**src/rtl/dht_start_ctrl.sv**
```systemverilog
// dht_start_ctrl
// ----------------------------------------------------------------------------
// Start-pulse generator and response checker for DHT11/DHT22 single-wire
// sensors. The host pulls the line low for a mode-dependent time. It then
// releases the line and checks the sensor's low/high response pair. A valid
// response produces a one-cycle confirm pulse for the bit receiver.
//
// Handshake: a transaction is accepted when start=1 while the block is idle
// (busy=0). busy stays high until the cycle the FSM is back in IDLE. start
// seen while busy is dropped; there is no queuing.
//
// Optional build macro: DHT_START_RETRY_EN
//   When defined, a failed handshake is retried up to two more times. Each
//   retry first holds the line released for LOW_CYC_DHT22 cycles (GUARD).
//
// Ports:
//   clk                 system clock
//   rst                 synchronous active-low reset
//   start               transaction request, sampled only in IDLE
//   mode                0 = DHT11, 1 = DHT22; latched on accepted start
//   dq_in               raw (asynchronous) line level from the pad
//   dq_oe               1 = pull line low, 0 = release
//   busy                high from accepted start until back in IDLE
//   out_delay           one-cycle pulse when the host low phase ends
//   confirm_to_reciver  one-cycle pulse when the response is validated
//   err                 sticky error flag, cleared on next accepted start
//   err_code            00 none, 01 no response, 10 low phase bad,
//                       11 high phase bad
//   dbg_state           current FSM state encoding, for checkers/debug
// ----------------------------------------------------------------------------
module dht_start_ctrl #(
    parameter int LOW_CYC_DHT11 = 18000,
    parameter int LOW_CYC_DHT22 = 1100,
    parameter int REL_MAX       = 60,
    parameter int RESP_MIN      = 60,
    parameter int RESP_MAX      = 100,
    parameter int CNT_W         = 15
) (
    input  logic       clk,
    input  logic       rst,
    input  logic       start,
    input  logic       mode,
    input  logic       dq_in,
    output logic       dq_oe,
    output logic       busy,
    output logic       out_delay,
    output logic       confirm_to_reciver,
    output logic       err,
    output logic [1:0] err_code,
    output logic [2:0] dbg_state
);

    typedef enum logic [2:0] {
        S_IDLE      = 3'd0,
        S_DRIVE_LOW = 3'd1,
        S_RELEASE   = 3'd2,
        S_RESP_LOW  = 3'd3,
        S_RESP_HIGH = 3'd4,
        S_ERR       = 3'd5
`ifdef DHT_START_RETRY_EN
        , S_GUARD   = 3'd6
`endif
    } state_t;

    localparam logic [CNT_W-1:0] C_LOW11_LAST = CNT_W'(LOW_CYC_DHT11 - 1);
    localparam logic [CNT_W-1:0] C_LOW22_LAST = CNT_W'(LOW_CYC_DHT22 - 1);
    localparam logic [CNT_W-1:0] C_REL_MAX    = CNT_W'(REL_MAX);
    localparam logic [CNT_W-1:0] C_RESP_MIN   = CNT_W'(RESP_MIN);
    localparam logic [CNT_W-1:0] C_RESP_MAX   = CNT_W'(RESP_MAX);

    state_t           r_state;
    logic [CNT_W-1:0] r_cnt;
    logic             r_mode;
    logic             r_dq_m;
    logic             r_dq_s;
    logic [1:0]       r_code;
`ifdef DHT_START_RETRY_EN
    logic [1:0]       r_retry;
`endif

    logic [CNT_W-1:0] w_cnt_inc;
    logic [CNT_W-1:0] w_low_last;
    logic             w_in_window;

    // Counter saturates at all-ones instead of wrapping.
    assign w_cnt_inc   = (r_cnt == {CNT_W{1'b1}}) ? r_cnt : r_cnt + 1'b1;
    assign w_low_last  = r_mode ? C_LOW22_LAST : C_LOW11_LAST;
    assign w_in_window = (r_cnt >= C_RESP_MIN) && (r_cnt <= C_RESP_MAX);
    assign dbg_state   = r_state;

    always_ff @(posedge clk) begin
        if (!rst) begin
            r_state            <= S_IDLE;
            r_cnt              <= '0;
            r_mode             <= 1'b0;
            r_dq_m             <= 1'b1;
            r_dq_s             <= 1'b1;
            r_code             <= 2'b00;
            dq_oe              <= 1'b0;
            busy               <= 1'b0;
            out_delay          <= 1'b0;
            confirm_to_reciver <= 1'b0;
            err                <= 1'b0;
            err_code           <= 2'b00;
`ifdef DHT_START_RETRY_EN
            r_retry            <= 2'd0;
`endif
        end else begin
            r_dq_m             <= dq_in;
            r_dq_s             <= r_dq_m;
            out_delay          <= 1'b0;
            confirm_to_reciver <= 1'b0;

            case (r_state)
                S_IDLE: begin
                    if (start) begin
                        r_mode   <= mode;
                        err      <= 1'b0;
                        err_code <= 2'b00;
                        r_cnt    <= '0;
                        dq_oe    <= 1'b1;
                        busy     <= 1'b1;
                        r_state  <= S_DRIVE_LOW;
`ifdef DHT_START_RETRY_EN
                        r_retry  <= 2'd0;
`endif
                    end
                end

                // dq_oe was raised on entry, so it is high for exactly
                // w_low_last+1 cycles.
                S_DRIVE_LOW: begin
                    if (r_cnt == w_low_last) begin
                        out_delay <= 1'b1;
                        r_cnt     <= '0;
                        dq_oe     <= 1'b0;
                        r_state   <= S_RELEASE;
                    end else begin
                        r_cnt <= w_cnt_inc;
                    end
                end

                S_RELEASE: begin
                    if (!r_dq_s) begin
                        r_cnt   <= '0;
                        r_state <= S_RESP_LOW;
                    end else begin
                        r_cnt <= w_cnt_inc;
                        if (w_cnt_inc >= C_REL_MAX) begin
                            r_code  <= 2'b01;
                            r_state <= S_ERR;
                        end
                    end
                end

                // A phase that is still running past RESP_MAX fails at once
                // rather than waiting for the edge.
                S_RESP_LOW: begin
                    if (r_dq_s) begin
                        if (w_in_window) begin
                            r_cnt   <= '0;
                            r_state <= S_RESP_HIGH;
                        end else begin
                            r_code  <= 2'b10;
                            r_state <= S_ERR;
                        end
                    end else if (w_cnt_inc > C_RESP_MAX) begin
                        r_code  <= 2'b10;
                        r_state <= S_ERR;
                    end else begin
                        r_cnt <= w_cnt_inc;
                    end
                end

                S_RESP_HIGH: begin
                    if (!r_dq_s) begin
                        if (w_in_window) begin
                            confirm_to_reciver <= 1'b1;
                            busy               <= 1'b0;
                            r_cnt              <= '0;
                            r_state            <= S_IDLE;
                        end else begin
                            r_code  <= 2'b11;
                            r_state <= S_ERR;
                        end
                    end else if (w_cnt_inc > C_RESP_MAX) begin
                        r_code  <= 2'b11;
                        r_state <= S_ERR;
                    end else begin
                        r_cnt <= w_cnt_inc;
                    end
                end

                S_ERR: begin
`ifdef DHT_START_RETRY_EN
                    if (r_retry < 2'd2) begin
                        r_retry <= r_retry + 2'd1;
                        r_cnt   <= '0;
                        r_state <= S_GUARD;
                    end else
`endif
                    begin
                        err      <= 1'b1;
                        err_code <= r_code;
                        busy     <= 1'b0;
                        r_cnt    <= '0;
                        r_state  <= S_IDLE;
                    end
                end

`ifdef DHT_START_RETRY_EN
                // Line stays released so the sensor can recover before the
                // next start pulse.
                S_GUARD: begin
                    if (r_cnt == C_LOW22_LAST) begin
                        r_cnt   <= '0;
                        dq_oe   <= 1'b1;
                        r_state <= S_DRIVE_LOW;
                    end else begin
                        r_cnt <= w_cnt_inc;
                    end
                end
`endif

                default: begin
                    dq_oe   <= 1'b0;
                    busy    <= 1'b0;
                    r_cnt   <= '0;
                    r_state <= S_IDLE;
                end
            endcase
        end
    end

endmodule

```
**config.mk**
```make
export PLATFORM = sky130hd
export DESIGN_NAME = dht_start_ctrl
export DESIGN_NICKNAME = d
export VERILOG_FILES = /design/src/rtl/dht_start_ctrl.sv
export SDC_FILE = /design/constraint.sdc
export NUM_CORES = 1
export LEC_CHECK = 0
export CORE_ASPECT_RATIO = 1.75
export CORE_MARGIN = 3
export CORE_UTILIZATION = 45
export DETAILED_ROUTE_END_ITERATION = 12
export PLACE_DENSITY_LB_ADDON = 0.1
export REMOVE_ABC_BUFFERS = 1
export SLEW_MARGIN = 15
export SYNTH_ARGS = -nofsm -noshare
export SYNTH_HDL_FRONTEND = slang
export SYNTH_SLANG_ARGS = --single-unit
```
**constraint.sdc**
```tcl
create_clock -name clk -period 2.7 [get_ports clk]
set_input_delay 0.27 -clock clk [delete_from_list [all_inputs] [get_ports clk]]
set_output_delay 0.27 -clock clk [all_outputs]
set_load 0.02 [all_outputs]
```
## Word-level counts from Yosys, hierarchy flattened

Index checks and enable logic that the tools add are counted.
Widths: inputs -> output; s select.

- Bits in registers: 30
- Output and inout bits: 10

- $add $sub $neg: 1
- $lt $le $gt $ge: 4
- Equality and inequality tests: 18
- Mux-type cells: 41
- Bitwise logic cells: 4
- Reductions and logical operators: 14

Operators by type and width:

| operator | count |
|---|---|
| $mux 15 | 9 |
| $pmux 15 s5 | 1 |
| $ge 15x6->1 const B | 2 |
| $mux 3 | 8 |
| $mux 2 | 9 |
| $add 15x1->15 const B | 1 |
| $eq 15x15->1 | 1 |
| $eq 15x15->1 const B | 1 |
| $gt 15x7->1 const B | 1 |
| $le 15x7->1 const B | 1 |
| $ne 3x3->1 const B | 5 |
| $pmux 3 s5 | 1 |
| $ne 2x2->1 const B | 6 |
| $mux 1 | 8 |
| $reduce_and 7->1 | 1 |
| $eq 3x2->1 const B | 2 |
| $eq 3x3->1 const B | 2 |
| $pmux 1 s3 | 2 |
| $pmux 2 s3 | 1 |
| $reduce_and 2->1 | 3 |
| $reduce_and 3->1 | 2 |
| $reduce_or 3->1 | 2 |
| $not 1->1 | 4 |
| $pmux 2 s2 | 1 |
| 8 further kinds | 8 |

## Logic depth before layout (Yosys ltp)

- Depth after elaboration: 6
- Depth in mapped cells: 10

## Least setup slack after synthesis

No wires, ideal clock.

- Path type: reg2reg
- Start point: reg r_cnt[0]
- End point: reg r_code[0]
- Data arrival time: 2.375 ns
- Data required time: 2.585 ns
- Path slack: 0.211 ns
- Stages on the path, launching flop included: 10
- Period minus slack after synthesis: 2.489 ns
- Path through: dfxtp_1 ha_1 and4_1 nand4_1 a2111oi_0 o22ai_1 nor2_2 o211ai_1 o41a_1 o21a_1

- Word-level cells in the longest chain between the ends: 5
- Elaborated cells between the ends (all ways): 14
- Those cells by class: 1 x add/sub; 4 x order compare; 6 x eq/ne; 1 x mux; 2 x reduce/logical

RTL lines:

| element | line | text |
|---|---|---|
| start: declaration | 72 | `logic [CNT_W-1:0] r_cnt;` |
| start signal: assignment | 139 | `r_cnt <= w_cnt_inc;` |
| start signal: assignment | 148 | `r_cnt <= w_cnt_inc;` |
| start signal: assignment | 171 | `r_cnt <= w_cnt_inc;` |
| $add 15x1->15 / $eq 15x15->1 (equally long branches) | 86 | `assign w_cnt_inc = (r_cnt == {CNT_W{1'b1}}) ? r_cnt : r_cnt + 1'b1;` |
| $mux 15 | 86 |  |
| $gt 15x7->1 / $ge 15x6->1 (equally long branches) | 167, 186, 149 |  |
| $ne 3x3->1 (no source line) / $ne 2x2->1 (equally long branches) | n/a |  |
| $reduce_and 7->1 (no source line) * | n/a |  |
| end signal: assignment | 164 | `r_code <= 2'b10;` |
| end signal: assignment | 168 | `r_code <= 2'b10;` |
| end signal: assignment | 187 | `r_code <= 2'b11;` |
| end: declaration | 76 | `logic [1:0] r_code;` |

Mark *: on every way between the ends. The rest lies on a longest branch, timed or not.
A chain may end at the register's enable or synchronous reset.

## Worst setup path in the final report

- Start point: reg r_cnt[11]
- End point: reg r_code[0]

The elaborated chain is that of the path after synthesis.

==> impl_summary.txt <==
----------------------------------------------------
[Power and ir drop]
  Comb power frac ... 0.301
  P_sw ... 0.425 mW
  Internal cell power ... between 0.8 and 0.9 mW
  Switching Fraction ... 0.340
  Register share of total power ... 0.395
  Leakage power ... 1.07 nW
  PD cells ... ~440 nW/um^2
  Part of the power in the clock network ... 0.304
  Worst VDD drop ... about 0.00051 V

[Setup path]
  Library cell contributing the largest single delay on the critical path ... sky130_fd_sc_hd__or4_4
  Slowest cell delay on critical path ... approximately 0.51 ns
  Critical Path End Type ... flop
  Cells on worst reg2reg path ... 8
  Biggest fanout along the worst timing path ... 6
  Cells along the critical path ... or4_4, or3_1, or2_1, buf_4, o211ai_1, a32oi_1, a31oi_1, o21a_1
  CP Launch Type ... flop
  Reg2reg setup slack ... around 0.12 ns
  Data arrival time of the critical path ... approximately 2.8 ns
  WP data required ... 2.93 ns
  Type of the worst setup path ... reg -> reg

[Global routing]
  Vias in the first global route ... between 2000 and 3000
  Global-route usage over all layers ... 0.289
  Total congestion overflow ... 0
  Wire length of the first global-routing pass ... between 10 and 15 mm
  Initial antenna violation count ... 0
  Maximum number of pins on one net before global-route repair ... 19

[STA]
  Number of failing setup endpoints in the final timing report ... 0
  Max-slew headroom at the worst pin ... 0.576
  Tightest Pin Transition ... about 0.63 ns
  Final slew viol count ... 0
  Setup repair after global routing missed its margin ... no
  Part of the cycle the worst path needs ... 0.954
  Highest attainable clock frequency ... approximately 390 MHz
  Min Tclk post-route ... around 2.6 ns
  Setup TNS ... 0 ns
  Clock skew ... 0.00772 ns
  Final hold violations ... 0
  Worst hold slack across all endpoints ... 0.420 ns

[Synthesis]
  Ys async rst share ... 0
  Portion of the post-synthesis area used by sequential elements ... 0.261
  Post-synthesis instance area ... around 2300 um^2
  Proportion of synthesized area in mux cells ... 0.0217
  Post-synthesis register bit count ... 30
  Post-synthesis cell count ... about 320
  Share of Yosys cell area claimed by the top area cell type ... 0.261
  Number of distinct library cells after synthesis ... between 50 and 60
  Cell types occupying the most area after synthesis ... sky130_fd_sc_hd__dfxtp_1 (26%), sky130_fd_sc_hd__a21oi_1 (5.6%), sky130_fd_sc_hd__nor3_1 (4.8%)
  Compound-Gate Fraction of Synth Area ... 0.326
  Cell accounting for the most synthesized area ... sky130_fd_sc_hd__dfxtp_1
  Main synth FF type ... sky130_fd_sc_hd__dfxtp_1
  Fraction of the mapped netlist area in simple logic gates ... 0.307
  Combinational family with the most area after synthesis ... compound AO/OA/AOI/OAI gates
  Adder and majority cell fraction of the synthesized area ... 0.0109
  Yosys synthesis warning count ... 0
  Xor-xnor portion of the synthesized cell area ... 0.00760
  Syn_area_per_cell ... slightly above 7 um^2
  EDFF count, synth ... 0

[Floorplanning]
  Placeable core region ... 4830 um^2
  X dimension of the die ... between 60 and 70 um
  Die Ht ... 101 um
  Top-Level Pins ... 15
  Effective utilization at floorplan ... 0.477
  Die Outline Area ... between 6000 and 7000 um^2
  Row cnt ... 33

[Finish]
  Total number of nets in the final design ... ~370
  Number of diodes added for antenna fixing ... 0
  Most used cells in the layout excluding fill and tap cells ... sky130_fd_sc_hd__buf_4 (40), sky130_fd_sc_hd__dfxtp_1 (30), sky130_fd_sc_hd__nand2_1 (27), sky130_fd_sc_hd__a21oi_1 (26), sky130_fd_sc_hd__nor2_1 (23)
  Ratio of cells with drive above 1 in the final layout ... 0.187
  Synth-to-layout area growth ... 23.5%
  Most common cell after layout, fill and taps aside ... sky130_fd_sc_hd__buf_4

[Clock network]
  CTS tree ... done
  Number of clock sinks ... 30
  Clock root buffer ... sky130_fd_sc_hd__clkbuf_8
  Post_cts resized ... 0
  Clock insertion delay at the later pin of the skew report ... between 0.2 and 0.3 ns
  Clock Tree Buf Depth ... 2
  Clock buffers created by TritonCTS ... 5
  Clock H-tree levels ... 2
  Number of hold-repair buffers added at the cts stage ... 0
  Post-CTS Repair Setup Buffers ... 0
  Clock transition at the registers of the reported paths ... 0.07 ns

[Place]
  DP HPWL ... about 6 mm
  I/O Buffers ... 14
  Placer's final routability congestion estimate ... around 0.96

[Detailed routing]
  # DRC ... 0
  Per-cell routed wire length ... around 19 um
  Wire length after detailed routing ... approximately 7.9 mm
  Initial DRC count ... 246
  Pre-antenna DRT Iters ... 5
  Number of vias after detailed routing ... ~2700
  Routed Antenna Nets ... 0
  Number of vias per cell after detailed routing ... 6.66

[Worst hold path]
  Worst min-delay path category ... reg -> reg
  Hold depth ... 1

[Run]
  Number of maximum-capacitance violations ... 0

[Run status]
  Status ... completed

----------------------------------------------------
==> cell type report <==
| class | instances | area, um^2 |
|---|---|---|
| Timing Repair Buffer | 55 | 452 |
| Tap cell | 52 | 65.1 |
| Sequential cell | 30 | 601 |
| Multi-Input combinational cell | 256 | 1600 |
| Clock inverter | 1 | 5.00 |
| Inverter | 10 | 37.5 |
| Fill cell | 470 | 1980 |
| Clock buffer | 7 | 86.3 |
==> power groups by stage <==
stage | Clock [mW] | Sequential [mW] | Combinational, mW
after detailed placement | 0 | 0.504 | 0.363
after floorplan | 0 | 0.521 | 0.193
after global placement | 0 | 0.503 | 0.363
final | 0.379 | 0.494 | 0.376
after CTS | 0.390 | 0.494 | 0.366
after global routing | 0.409 | 0.498 | 0.410
==> Yosys cell counts (all sizes together) (4+ instances only) <==
cell,instances
mux2i,5
a32oi,4
a211oi,4
o22ai,5
nand4,8
o31a,5
and3,8
o21ai,23
dfxtp,30
nand2,28
and2,4
nor3,22
nor2,25
clkbuf,12
nand2b,5
a31oi,10
a21oi,28
buf,13
inv,9
nand3,19
o211ai,4
==> sequential cells by signal, summed over array words and instances, names as in the netlist <==
signal / flops
r_cnt: 15
r_dq_s: 1
dq_oe: 1
out_delay: 1
confirm_to_reciver: 1
err_code: 2
r_mode: 1
r_code: 2
busy: 1
r_dq_m: 1
dbg_state: 3
err: 1
==> logic make-up after synthesis <==
kind of cell    Yosys count
compound gates          110
flops                    30
buf+inv                  35
fa+ha+maj                 2
xor+xnor                  2
simple gates            137
mux                       5
==> worst max-delay path, delay by kind of cell (launching register included) <==
| family | cells | cell delay, ns |
|---|---|---|
| buf+inv | 1 | 0.20 |
| simple gates | 3 | 1.21 |
| flops | 1 | 0.38 |
| compound gates | 4 | 0.72 |
==> worst paths after layout <==
path | startpoint | end
worst min-delay path | r_dq_m | r_dq_s
worst min register to register | r_dq_m | r_dq_s
worst max register to register | r_cnt[11] | r_code[0]
worst max-delay path | r_cnt[11] | r_code[0]
==> per-layer routing <==
layer	vias up	track usage	wire, um
li1	1283	-	-
met1	1270	0.337	2920
met2	132	0.464	3930
met3	51	0.0462	463
met4	0	0.200	614
met5	-	0	0
==> metrics by stage <==
stage / setup WS, ns / std cells / utilization / power [mW] / instance area [um^2]
floorplan: -0.0384 / 296 / - / 0.714 / 2190
global placement: 0.172 / 403 / 0.559 / 0.866 / 2700
detailed placement: 0.0552 / 403 / 0.559 / 0.866 / 2700
CTS: 0.0321 / 411 / 0.578 / 1.25 / 2790
global route: 0.00592 / 411 / 0.589 / 1.32 / 2850
finish: 0.125 / 411 / 0.589 / 1.25 / 2850
(Power assumes the default switching activity.)
